`src/rtl/stabilizer_pkg.sv`:
```
// stabilizer_pkg: gate encodings, gate program entry and sequencer states
// Shared by gate_mem, gate_sequencer and the core-side interface users.
package stabilizer_pkg;
    localparam logic [1:0] GATE_H    = 2'd0;
    localparam logic [1:0] GATE_P    = 2'd1;
    localparam logic [1:0] GATE_CNOT = 2'd2;
    localparam logic [1:0] GATE_MEAS = 2'd3;

    typedef struct packed {
        logic [1:0]  gate_type;
        logic [31:0] pos;
        logic [31:0] pos2;
    } gate_entry_t;

    typedef logic [2:0] state_t;
    localparam state_t S_IDLE       = 3'd0;
    localparam state_t S_ISSUE      = 3'd1;
    localparam state_t S_WAIT_CANON = 3'd2;
    localparam state_t S_WAIT_BUF   = 3'd3;
    localparam state_t S_DONE       = 3'd4;

    // pos2 only addresses a qubit on CNOT, so it is ignored for other gates
    function automatic logic pos_illegal(gate_entry_t g, logic [31:0] nq);
        return g.pos >= nq || (g.gate_type == GATE_CNOT && g.pos2 >= nq);
    endfunction
endpackage

```
`src/rtl/gate_sequencer_if.sv`:
```
// gate_sequencer_if: gate feed and handshake between sequencer and stabilizer core
// master (sequencer): drives gate_type/qubit_pos/qubit_pos2/core_start/update_gate_info,
// receives canonical_valid/buffer_valid/flag_anticommute; slave is the core side.
interface gate_sequencer_if;
    logic [1:0]  gate_type;
    logic [31:0] qubit_pos;
    logic [31:0] qubit_pos2;
    logic        core_start;
    logic        update_gate_info;
    logic        canonical_valid;
    logic        buffer_valid;
    logic        flag_anticommute;

    modport master (
        output gate_type, qubit_pos, qubit_pos2, core_start, update_gate_info,
        input  canonical_valid, buffer_valid, flag_anticommute
    );

    modport slave (
        input  gate_type, qubit_pos, qubit_pos2, core_start, update_gate_info,
        output canonical_valid, buffer_valid, flag_anticommute
    );
endinterface

```
`src/rtl/gate_sequencer_gate_mem.sv`:
```
// gate_mem: DEPTH-entry gate program register file
// clk; we/waddr/wdata synchronous write; raddr/rdata combinational read
// (out-of-range reads return 0 so a look-ahead past the last entry is harmless).
module gate_mem
    import stabilizer_pkg::*;
#(
    parameter int DEPTH = 30,
    parameter int IDX_W = $clog2(DEPTH + 1)
) (
    input  logic             clk,
    input  logic             we,
    input  logic [IDX_W-1:0] waddr,
    input  gate_entry_t      wdata,
    input  logic [IDX_W-1:0] raddr,
    output gate_entry_t      rdata
);
    gate_entry_t mem [DEPTH];

    always_ff @(posedge clk)
        if (we && waddr < IDX_W'(DEPTH)) mem[waddr] <= wdata;

    assign rdata = raddr < IDX_W'(DEPTH) ? mem[raddr] : '0;
endmodule

```
`src/rtl/gate_sequencer.sv`:
```
// gate_sequencer: loads a gate program and steps the stabilizer core through it
// clk/rst; host: wr_en/wr_gate_type/wr_qubit_pos/wr_qubit_pos2 append, clear, run, abort;
// core: gate_sequencer_if master (gate feed, core_start, update_gate_info, valids, flag);
// status: busy, done, gate_index, gate_count, full, err, meas_flags.
module gate_sequencer
    import stabilizer_pkg::*;
#(
    parameter int NUM_QUBIT = 3,
    parameter int DEPTH     = 30,
    parameter int IDX_W     = $clog2(DEPTH + 1)
) (
    input  logic               clk,
    input  logic               rst,
    input  logic               wr_en,
    input  logic [1:0]         wr_gate_type,
    input  logic [31:0]        wr_qubit_pos,
    input  logic [31:0]        wr_qubit_pos2,
    input  logic               clear,
    input  logic               run,
    input  logic               abort,
    gate_sequencer_if.master   core,
    output logic               busy,
    output logic               done,
    output logic [IDX_W-1:0]   gate_index,
    output logic [IDX_W-1:0]   gate_count,
    output logic               full,
    output logic               err,
    output logic [DEPTH-1:0]   meas_flags
);
    state_t           state;
    gate_entry_t      cur, rd_entry, wr_entry;
    logic [IDX_W-1:0] rd_addr, cmp_idx;
    logic             cmp_meas, cmp_last;
    logic             idle_like, is_last, wr_ok, do_clear;

    assign wr_entry  = {wr_gate_type, wr_qubit_pos, wr_qubit_pos2};
    assign idle_like = state == S_IDLE || state == S_DONE;
    assign busy      = state == S_ISSUE || state == S_WAIT_CANON || state == S_WAIT_BUF;
    assign done      = state == S_DONE;
    assign full      = gate_count == IDX_W'(DEPTH);
    assign is_last   = gate_index == gate_count - IDX_W'(1);
    assign do_clear  = idle_like && clear;
    assign wr_ok     = idle_like && wr_en && !full && !clear;
    // Look ahead one entry while waiting for canonical so the next gate loads on the advance edge
    assign rd_addr   = state == S_WAIT_CANON ? gate_index + IDX_W'(1) : '0;

    assign core.gate_type        = cur.gate_type;
    assign core.qubit_pos        = cur.pos;
    assign core.qubit_pos2       = cur.pos2;
    assign core.core_start       = state == S_ISSUE && !abort;
    assign core.update_gate_info = state == S_WAIT_CANON && core.canonical_valid && !abort;

    gate_mem #(.DEPTH(DEPTH), .IDX_W(IDX_W)) u_mem (
        .clk   (clk),
        .we    (wr_ok),
        .waddr (gate_count),
        .wdata (wr_entry),
        .raddr (rd_addr),
        .rdata (rd_entry)
    );

    always_ff @(posedge clk) begin
        if (rst) begin
            state      <= S_IDLE;
            cur        <= '0;
            gate_index <= '0;
            gate_count <= '0;
            err        <= 1'b0;
            meas_flags <= '0;
            cmp_idx    <= '0;
            cmp_meas   <= 1'b0;
            cmp_last   <= 1'b0;
        end else begin
            if (do_clear) begin
                gate_count <= '0;
                err        <= 1'b0;
                meas_flags <= '0;
            end else begin
                if (wr_ok) gate_count <= gate_count + IDX_W'(1);
                if (wr_en && (full || busy || pos_illegal(wr_entry, 32'(NUM_QUBIT)))) err <= 1'b1;
            end
            if (abort && busy) state <= S_IDLE;
            else case (state)
                S_IDLE, S_DONE:
                    if (clear) state <= S_IDLE;
                    else if (run) begin
                        if (gate_count == '0) state <= S_DONE;
                        else begin
                            state      <= S_ISSUE;
                            gate_index <= '0;
                            meas_flags <= '0;
                            cur        <= rd_entry;
                        end
                    end else if (wr_ok) state <= S_IDLE;
                S_ISSUE: state <= S_WAIT_CANON;
                S_WAIT_CANON:
                    if (core.canonical_valid) begin
                        state    <= S_WAIT_BUF;
                        cmp_idx  <= gate_index;
                        cmp_meas <= cur.gate_type == GATE_MEAS;
                        cmp_last <= is_last;
                        if (!is_last) begin
                            gate_index <= gate_index + IDX_W'(1);
                            cur        <= rd_entry;
                        end
                    end
                S_WAIT_BUF:
                    if (core.buffer_valid) begin
                        if (cmp_meas) meas_flags <= meas_flags | (DEPTH'(core.flag_anticommute) << cmp_idx);
                        state <= cmp_last ? S_DONE : S_WAIT_CANON;
                    end
                default: state <= S_IDLE;
            endcase
        end
    end
endmodule
```
`src/flat_wrapper.sv`:
```
// flat-port wrapper written by rule: the top's interface ports become plain ports
module gate_sequencer_flat import stabilizer_pkg::*;
#(
    parameter int NUM_QUBIT = 3,
    parameter int DEPTH     = 30,
    parameter int IDX_W     = $clog2(DEPTH + 1)
)
  (clk, rst, wr_en, wr_gate_type, wr_qubit_pos, wr_qubit_pos2, clear, run, abort, busy, done, gate_index, gate_count, full, err, meas_flags, core_gate_type, core_qubit_pos, core_qubit_pos2, core_core_start, core_update_gate_info, core_canonical_valid, core_buffer_valid, core_flag_anticommute);
  gate_sequencer_if core_i ();
  input  logic clk;
  input  logic rst;
  input  logic wr_en;
  input  logic [1:0] wr_gate_type;
  input  logic [31:0] wr_qubit_pos;
  input  logic [31:0] wr_qubit_pos2;
  input  logic clear;
  input  logic run;
  input  logic abort;
  output logic busy;
  output logic done;
  output logic [IDX_W-1:0] gate_index;
  output logic [IDX_W-1:0] gate_count;
  output logic full;
  output logic err;
  output logic [DEPTH-1:0] meas_flags;
  output wire logic [$bits(core_i.gate_type)-1:0] core_gate_type;
  output wire logic [$bits(core_i.qubit_pos)-1:0] core_qubit_pos;
  output wire logic [$bits(core_i.qubit_pos2)-1:0] core_qubit_pos2;
  output wire logic [$bits(core_i.core_start)-1:0] core_core_start;
  output wire logic [$bits(core_i.update_gate_info)-1:0] core_update_gate_info;
  input wire logic [$bits(core_i.canonical_valid)-1:0] core_canonical_valid;
  input wire logic [$bits(core_i.buffer_valid)-1:0] core_buffer_valid;
  input wire logic [$bits(core_i.flag_anticommute)-1:0] core_flag_anticommute;
  assign core_gate_type = core_i.gate_type;
  assign core_qubit_pos = core_i.qubit_pos;
  assign core_qubit_pos2 = core_i.qubit_pos2;
  assign core_core_start = core_i.core_start;
  assign core_update_gate_info = core_i.update_gate_info;
  assign core_i.canonical_valid = core_canonical_valid;
  assign core_i.buffer_valid = core_buffer_valid;
  assign core_i.flag_anticommute = core_flag_anticommute;
  gate_sequencer #(.NUM_QUBIT(NUM_QUBIT), .DEPTH(DEPTH), .IDX_W(IDX_W)) u_core (.clk(clk), .rst(rst), .wr_en(wr_en), .wr_gate_type(wr_gate_type), .wr_qubit_pos(wr_qubit_pos), .wr_qubit_pos2(wr_qubit_pos2), .clear(clear), .run(run), .abort(abort), .core(core_i), .busy(busy), .done(done), .gate_index(gate_index), .gate_count(gate_count), .full(full), .err(err), .meas_flags(meas_flags));
endmodule
```
`config.mk`:
```
export PLATFORM = sky130hd
export DESIGN_NAME = gate_sequencer_flat
export DESIGN_NICKNAME = d
export VERILOG_FILES = /design/src/rtl/stabilizer_pkg.sv /design/src/rtl/gate_sequencer_if.sv /design/src/rtl/gate_sequencer_gate_mem.sv /design/src/rtl/gate_sequencer.sv /design/src/flat_wrapper.sv
export SDC_FILE = /design/constraint.sdc
export NUM_CORES = 2
export LEC_CHECK = 0
export BUFFER_PORTS_ARGS = -buffer_cell sky130_fd_sc_hd__buf_2
export CORE_ASPECT_RATIO = 1.2
export CORE_MARGIN = 2
export CORE_UTILIZATION = 35
export CTS_CLUSTER_SIZE = 12
export DETAILED_ROUTE_END_ITERATION = 10
export PLACE_DENSITY = 0.48
export SKIP_CTS_REPAIR_TIMING = 1
export SYNTH_ARGS = -nofsm -noshare
export SYNTH_HDL_FRONTEND = slang
export SYNTH_SLANG_ARGS = --single-unit
export TNS_END_PERCENT = 1
```
`constraint.sdc`:
```
create_clock -name clk -period 7.12 [get_ports clk]
set_clock_uncertainty 0.05 [all_clocks]
set_input_delay 1.068 -clock clk [delete_from_list [all_inputs] [get_ports clk]]
set_output_delay 1.068 -clock clk [all_outputs]
set_load 0.005 [all_outputs]
```
# Word-level counts from Yosys, hierarchy flattened
# Memories as Yosys holds them, arrays and structs flattened.
# Cells that the tools add are included.
[word_totals] regBits=117 latch_bits=0 ram_bits=1980 romBits=0 in_bits=75 wordCells=98 mem_count=1
[op_classes] n_addsub=3 multipliers=0 div_mod_pow=0 magnitude_cmp=4 n_eq_ne=15 shifts=1 n_mux=32 bitwise_logic=2 n_reduce_logical=29
[mem_list] memory="u_core.u_mem.mem" depth=30 width=66 read_ports=1 rd_clocked_by_memory_dff=0 write_ports=1 line_no="gate_sequencer_gate_mem.sv:17" text="gate_entry_t mem [DEPTH];"
[op_table] operator="two-way mux 66 bit" n=6
[op_table] operator="two-way mux 30 bit" n=7
[op_table] operator="case mux 66 bit (2 select lines)" n=1
[op_table] operator=">= comparator 32 x 2 -> 1 bit (second input constant)" n=2
[op_table] operator="case mux 30 bit (2 select lines)" n=1
[op_table] operator="two-way mux 5 bit" n=6
[op_table] operator="OR 30 bit" n=1
[op_table] operator="<< shifter 1 x 5 -> 30 bit" n=1
[op_table] operator="two-way mux 3 bit" n=7
[op_table] operator="inequality test 2 bit (second input constant)" n=6
[op_table] operator="case mux 3 bit (4 select lines)" n=1
[op_table] operator="logical AND 1 bit" n=11
[op_table] operator="adder 5 x 1 -> 5 bit (second input constant)" n=2
[op_table] operator="< comparator 5 bit (second input constant)" n=2
[op_table] operator="case mux 5 bit (2 select lines)" n=1
[op_table] operator="AND reduction 7 bit" n=1
[op_table] operator="equality test 3 x 2 -> 1 bit (second input constant)" n=2
[op_table] operator="logical OR 1 bit" n=6
[op_table] operator="AND reduction 3 bit" n=2
[op_table] operator="OR reduction 2 bit" n=3
[op_table] operator="equality test 5 bit" n=1
[op_table] operator="equality test 5 bit (second input constant)" n=1
[op_table] operator="zero test 5 bit" n=1
[op_table] operator="subtractor 5 x 1 -> 5 bit (second input constant)" n=1
[op_table] operator="other kinds (9)" n=13

# Depth between registers and ports, before layout
[logic_depth] depth_word=9 depth_mapped=11 ltp_nobuf=8

# Hierarchy
# From an unflattened synthesis, not the netlist that was laid out.
[hier_totals] hier_cells=4693 hier_area_um2=82417.8
[modules_own_cells] mod="gate_mem" instances=1 cells_per_inst=4082 area_each_um2=76865.0 seq_area_each_um2=59457.0
[modules_own_cells] mod="gate_sequencer" instances=1 cells_per_inst=611 area_each_um2=5552.8 seq_area_each_um2=2342.2

# Worst setup path after synthesis
# No wires, ideal clock.
[synth_path] path_kind="input -> register" start="in wr_en" end="mem u_core.u_mem.mem[17][0] (netlist name) (enable)" setup_ns=0.491 arrival_time_ns=4.804 t_required_ns=6.579 path_slack_ns=1.776 path_stages=4 cell_sequence="nand2_1 -> nor3_1 -> nand3_1 -> nor2_1"
[synth_via] elab_chain_cells=6
[synth_rtl] element="start: declaration" line_no="flat_wrapper.sv:12" text="input logic wr_en;"
[synth_rtl] element="logical AND 1 bit (3 in a row)" line_no="gate_sequencer.sv:43" text="assign wr_ok = idle_like && wr_en && !full && !clear;"
[synth_rtl] element="logical AND 1 bit" line_no="gate_sequencer_gate_mem.sv:20" text="if (we && waddr < IDX_W'(DEPTH)) mem[waddr] <= wdata;"
[synth_rtl] element="two-way mux 1 bit" line_no="gate_sequencer_gate_mem.sv:20"
[synth_rtl] element="two-way mux 1 bit (not written as such)" line_no="gate_sequencer_gate_mem.sv:20"
[synth_rtl] element="end: declaration" line_no="gate_sequencer_gate_mem.sv:17"
# Every way passes these cells.

# Worst setup path after layout
[layout_path] start="reg u_core.gate_count[0]" end="mem u_core.u_mem.mem[17][44] (netlist name) (enable)"
[layout_via] elab_chain_cells=7 elab_cells_between_ends=8 cone_classes="1 x order compare; 1 x eq/ne; 2 x mux; 4 x reduce/logical"
[layout_rtl] element="start: declaration" line_no="gate_sequencer.sv:25" text="output logic [IDX_W-1:0] gate_count,"
[layout_rtl] element="start signal: assignment" line_no="gate_sequencer.sv:79" text="if (wr_ok) gate_count <= gate_count + IDX_W'(1);"
[layout_rtl] element="parallel branches: the longest is 7 deep, another holds < comparator 5 bit"
# Parallel ways; which one is timed is not known.

==> summary.md <==
| Metric | Value |
|---|---|
| CP max stage delay | 1100 ps |
| Initial core utilization | a little over a third |
| Clock period minus worst slack | 4940 ps |
| Reg2reg end | u_core.u_mem.mem[17][44] |
| RR Startpoint | u_core.gate_count[0] |
| Top FF cell, synth | edfxtp_1 |
| Startpoint type of the worst setup path | register |
| Total global routing overflow | 0 |
| Clk slew on worst S/H paths | around 60 ps |
| Critical-path cell list | inv_1 > ha_1 > nand4_1 > nand2_1 > nor3_1 > nand3_1 > nor2_4 > buf_4 |
| Psw | 5.26 mW |
| Clk_lat worst skew | between 900 and 1000 ps |
| Setup Total Neg Slack | 0 ps |
| DR DRC count | 0 |
| Fillers | 22.2k |
| Global placement routability congestion | ~0.8 |
| Worst-Margin Slew | 1360 ps |
| Largest cells by area after synthesis | edfxtp_1, mux2i_1, dfxtp_1, nand2_1, a211oi_1 |
| IO Pins | 187 |
| Die Y | 542 um |
| Vias per Instance | 5.62 |
| Fin. Hold Viols | 0 |
| Cell area after layout | ~96000 um^2 |
| Cell Area, Synth | 84500 um^2 |
| Largest net degree at the start of global routing | ~170 |
| Multi-input gate area | 20900 um^2 |
| Die width | between 400 and 500 um |
| FF+latch area | 61800 um^2 |
| First-pass GRT wire length | around 390 mm |
| Syn Nets | between 5k and 6k |
| H-tree levels | 4 |
| Num rows | 197 |
| Drt first pass iters | 5 |
| Number of flops mapped to enable cells by yosys | slightly below 2k |
| Worst hold endpoint | u_core.meas_flags[14] |
| Hold Path Class | reg2reg |
| Crit Path Max Fanout | 22 |
| Initial antenna violation count | 19 |
| Drt total wl | between 200 and 300 mm |
| P_int | 19.8 mW |
| Initial drt markers | 4725 |
| Pwr dens | 261 nW/um^2 |
| Slew Limit Fails | 0 |
| GRT Util Overall | a little over a fifth |
| Hold path start | u_core.meas_flags[14] |
| Mapped Avg Cell Area | 14.6 um^2 |
| Netlist cell types | 82 |
| Clock Power Share | a little over two fifths |
| Final setup viols | 0 |
| Post-Syn Instances | 5801 |
| Clk sinks | between 2k and 2.5k |
| CP max stage cell | nor2_4 |
| Total CTS buffers | 222 |
| Crit path capture type | register |
| Arr. time, crit path | approximately 5400 ps |
| Share of layout cells above drive strength 1 | 13.0% |
| Vias in the first global route | a little over 50k |
| Yosys warns | 0 |
| Synth top area share | a little over two thirds |
| Post-synth top area cell | edfxtp_1 |
| Number of max-cap violations | 0 |
| Logic pwr share | under 10% |
| Nets@finish | between 6k and 7k |
| Post-DP HPWL | 151 mm |
| Synth Register Bits | 2097 |
| Port bufs | around 190 |
| TritonCTS clock tree | yes |
| RSZ-0062 raised after global routing | false |
| Worst hold stages | 2 |
| R2R Setup Slk | 2180 ps |
| Post-DRT Antenna Nets | 0 |
| Tcrit/Tclk final | 69.4% |
| Syn-to-layout area delta | 13.9% |
| R2r worst-path depth | 8 |
| Outcome | finished clean |
| Async SR Flop Fraction | 0% |
| Max_slew headroom | under 10% |
| Sequential area share after synthesis | between 70% and 80% |
| Top-count cell post-synth | edfxtp_1 |
| Die ar. | 245000 um^2 |
| Wire per inst | 29.6 um |
| Area after DPL | 89500 um^2 |
| Sw Ratio | 21.0% |
| Most frequent cells after synthesis | edfxtp_1, nand2_1, o21ai_0 |
| Critical path class | reg2reg |
| Clock Path Buffers | 4 |
| Fmax | 202 MHz |
| VDD IR max | 0.188 mV |
| CP required | 7570 ps |
| P_leak | 29.9 nW |
| Vias | ~52k |
| Sequential power share | 54.0% |
| CTS Root Cell | clkbuf_16 |
| Core Region | between 200000 and 250000 um^2 |
## kinds of logic (layout without fill, tap and decap cells)
logic type,after synthesis,in the layout,share of synthesized area [%]
other cells,0,8,0
buf+inv,481,795,2.54
xor+xnor,17,17,0.210
flops,2097,2097,73.2
simple gates,1346,1346,7.52
compound gates,1531,1531,12.1
mux,323,323,4.38
fa+ha+maj,6,6,0.0889
## how the worst max path moves through the flow
stage                                to            startpoint  slack [ps]
4_1_cts        u_core.u_mem.mem[29][31]  u_core.gate_count[0]        2200
3_3_place_gp   u_core.u_mem.mem[29][25]                 wr_en        2030
6_report       u_core.u_mem.mem[17][44]  u_core.gate_count[0]        2180
3_5_place_dp   u_core.u_mem.mem[29][25]                 wr_en        2020
2_1_floorplan   u_core.u_mem.mem[17][0]                 wr_en        1780
5_1_grt        u_core.u_mem.mem[29][31]  u_core.gate_count[0]        1870
## cells in the final DEF (no fill, tap or decap), types with 136 or more instances in the layout
cell type,n
edfxtp_1,1980
a211oi_1,240
nand2_1,519
o21ai_0,315
a21oi_1,312
nor2_1,206
nor2b_1,143
nand3_1,136
buf_2,186
buf_4,138
clkbuf_16,223
mux2i_1,236
## layer usage
metal  part of all wire, %  GRT usage [%]  up-vias
met3                   5.1           2.68      437
li1                      -              -    22964
met4                   3.6           7.88        6
met2                    50           37.8     1700
met5                 0.012              0        -
met1                    41           28.5    27216
## through the flow
step | std cells | worst slack (ps) | hold WS, ps | util (%) | total power, mW
4_1_cts | 9299 | 2200 | 401 | 40.1 | 25.3
6_report | 9307 | 2180 | 400 | 40.1 | 25.1
3_3_place_gp | 8907 | 2030 | 392 | 37.3 | 14.4
2_1_floorplan | 5801 | 1780 | 400 | - | 14.0
3_5_place_dp | 8907 | 2020 | 393 | 37.3 | 14.4
5_1_grt | 9304 | 1870 | 435 | 40.1 | 25.8
## power groups by stage
stage / Clock (mW) / Combinational (mW) / Sequential (mW)
5_1_grt: 11.6 / 0.645 / 13.5
2_1_floorplan: 0 / 0.208 / 13.8
4_1_cts: 11.2 / 0.612 / 13.5
6_report: 10.9 / 0.602 / 13.5
3_5_place_dp: 0 / 0.611 / 13.8
3_3_place_gp: 0 / 0.603 / 13.8
## state kept, by name (all words and copies together), names as in the netlist, 2 cells and up
name                    count
u_core.meas_flags          30
u_core.core.qubit_pos2     32
u_core.core.gate_type       2
u_core.gate_count           5
u_core.gate_index           5
u_core.u_mem.mem         1980
u_core.core.qubit_pos      32
u_core.state                3
u_core.cmp_idx              5
## critical path: cells and delay by family, from the launching register on
family	cells	cell delay (ps)
buf+inv	2	690
fa+ha+maj	1	240
simple gates	5	3050
flops	1	500
## cell type report
| class | count | share of cell area, % |
|---|---|---|
| clock buffers | 325 | 6.40 |
| well taps | 3184 | 4.14 |
| inverters | 45 | 0.191 |
| diodes | 8 | 0.0208 |
| flip-flops and latches | 2097 | 64.2 |
| repair buffers | 358 | 2.75 |
| clock inverters | 67 | 0.563 |
| multi-input cells | 3223 | 21.7 |
Note: power is estimated with default switching activity, not from simulation.
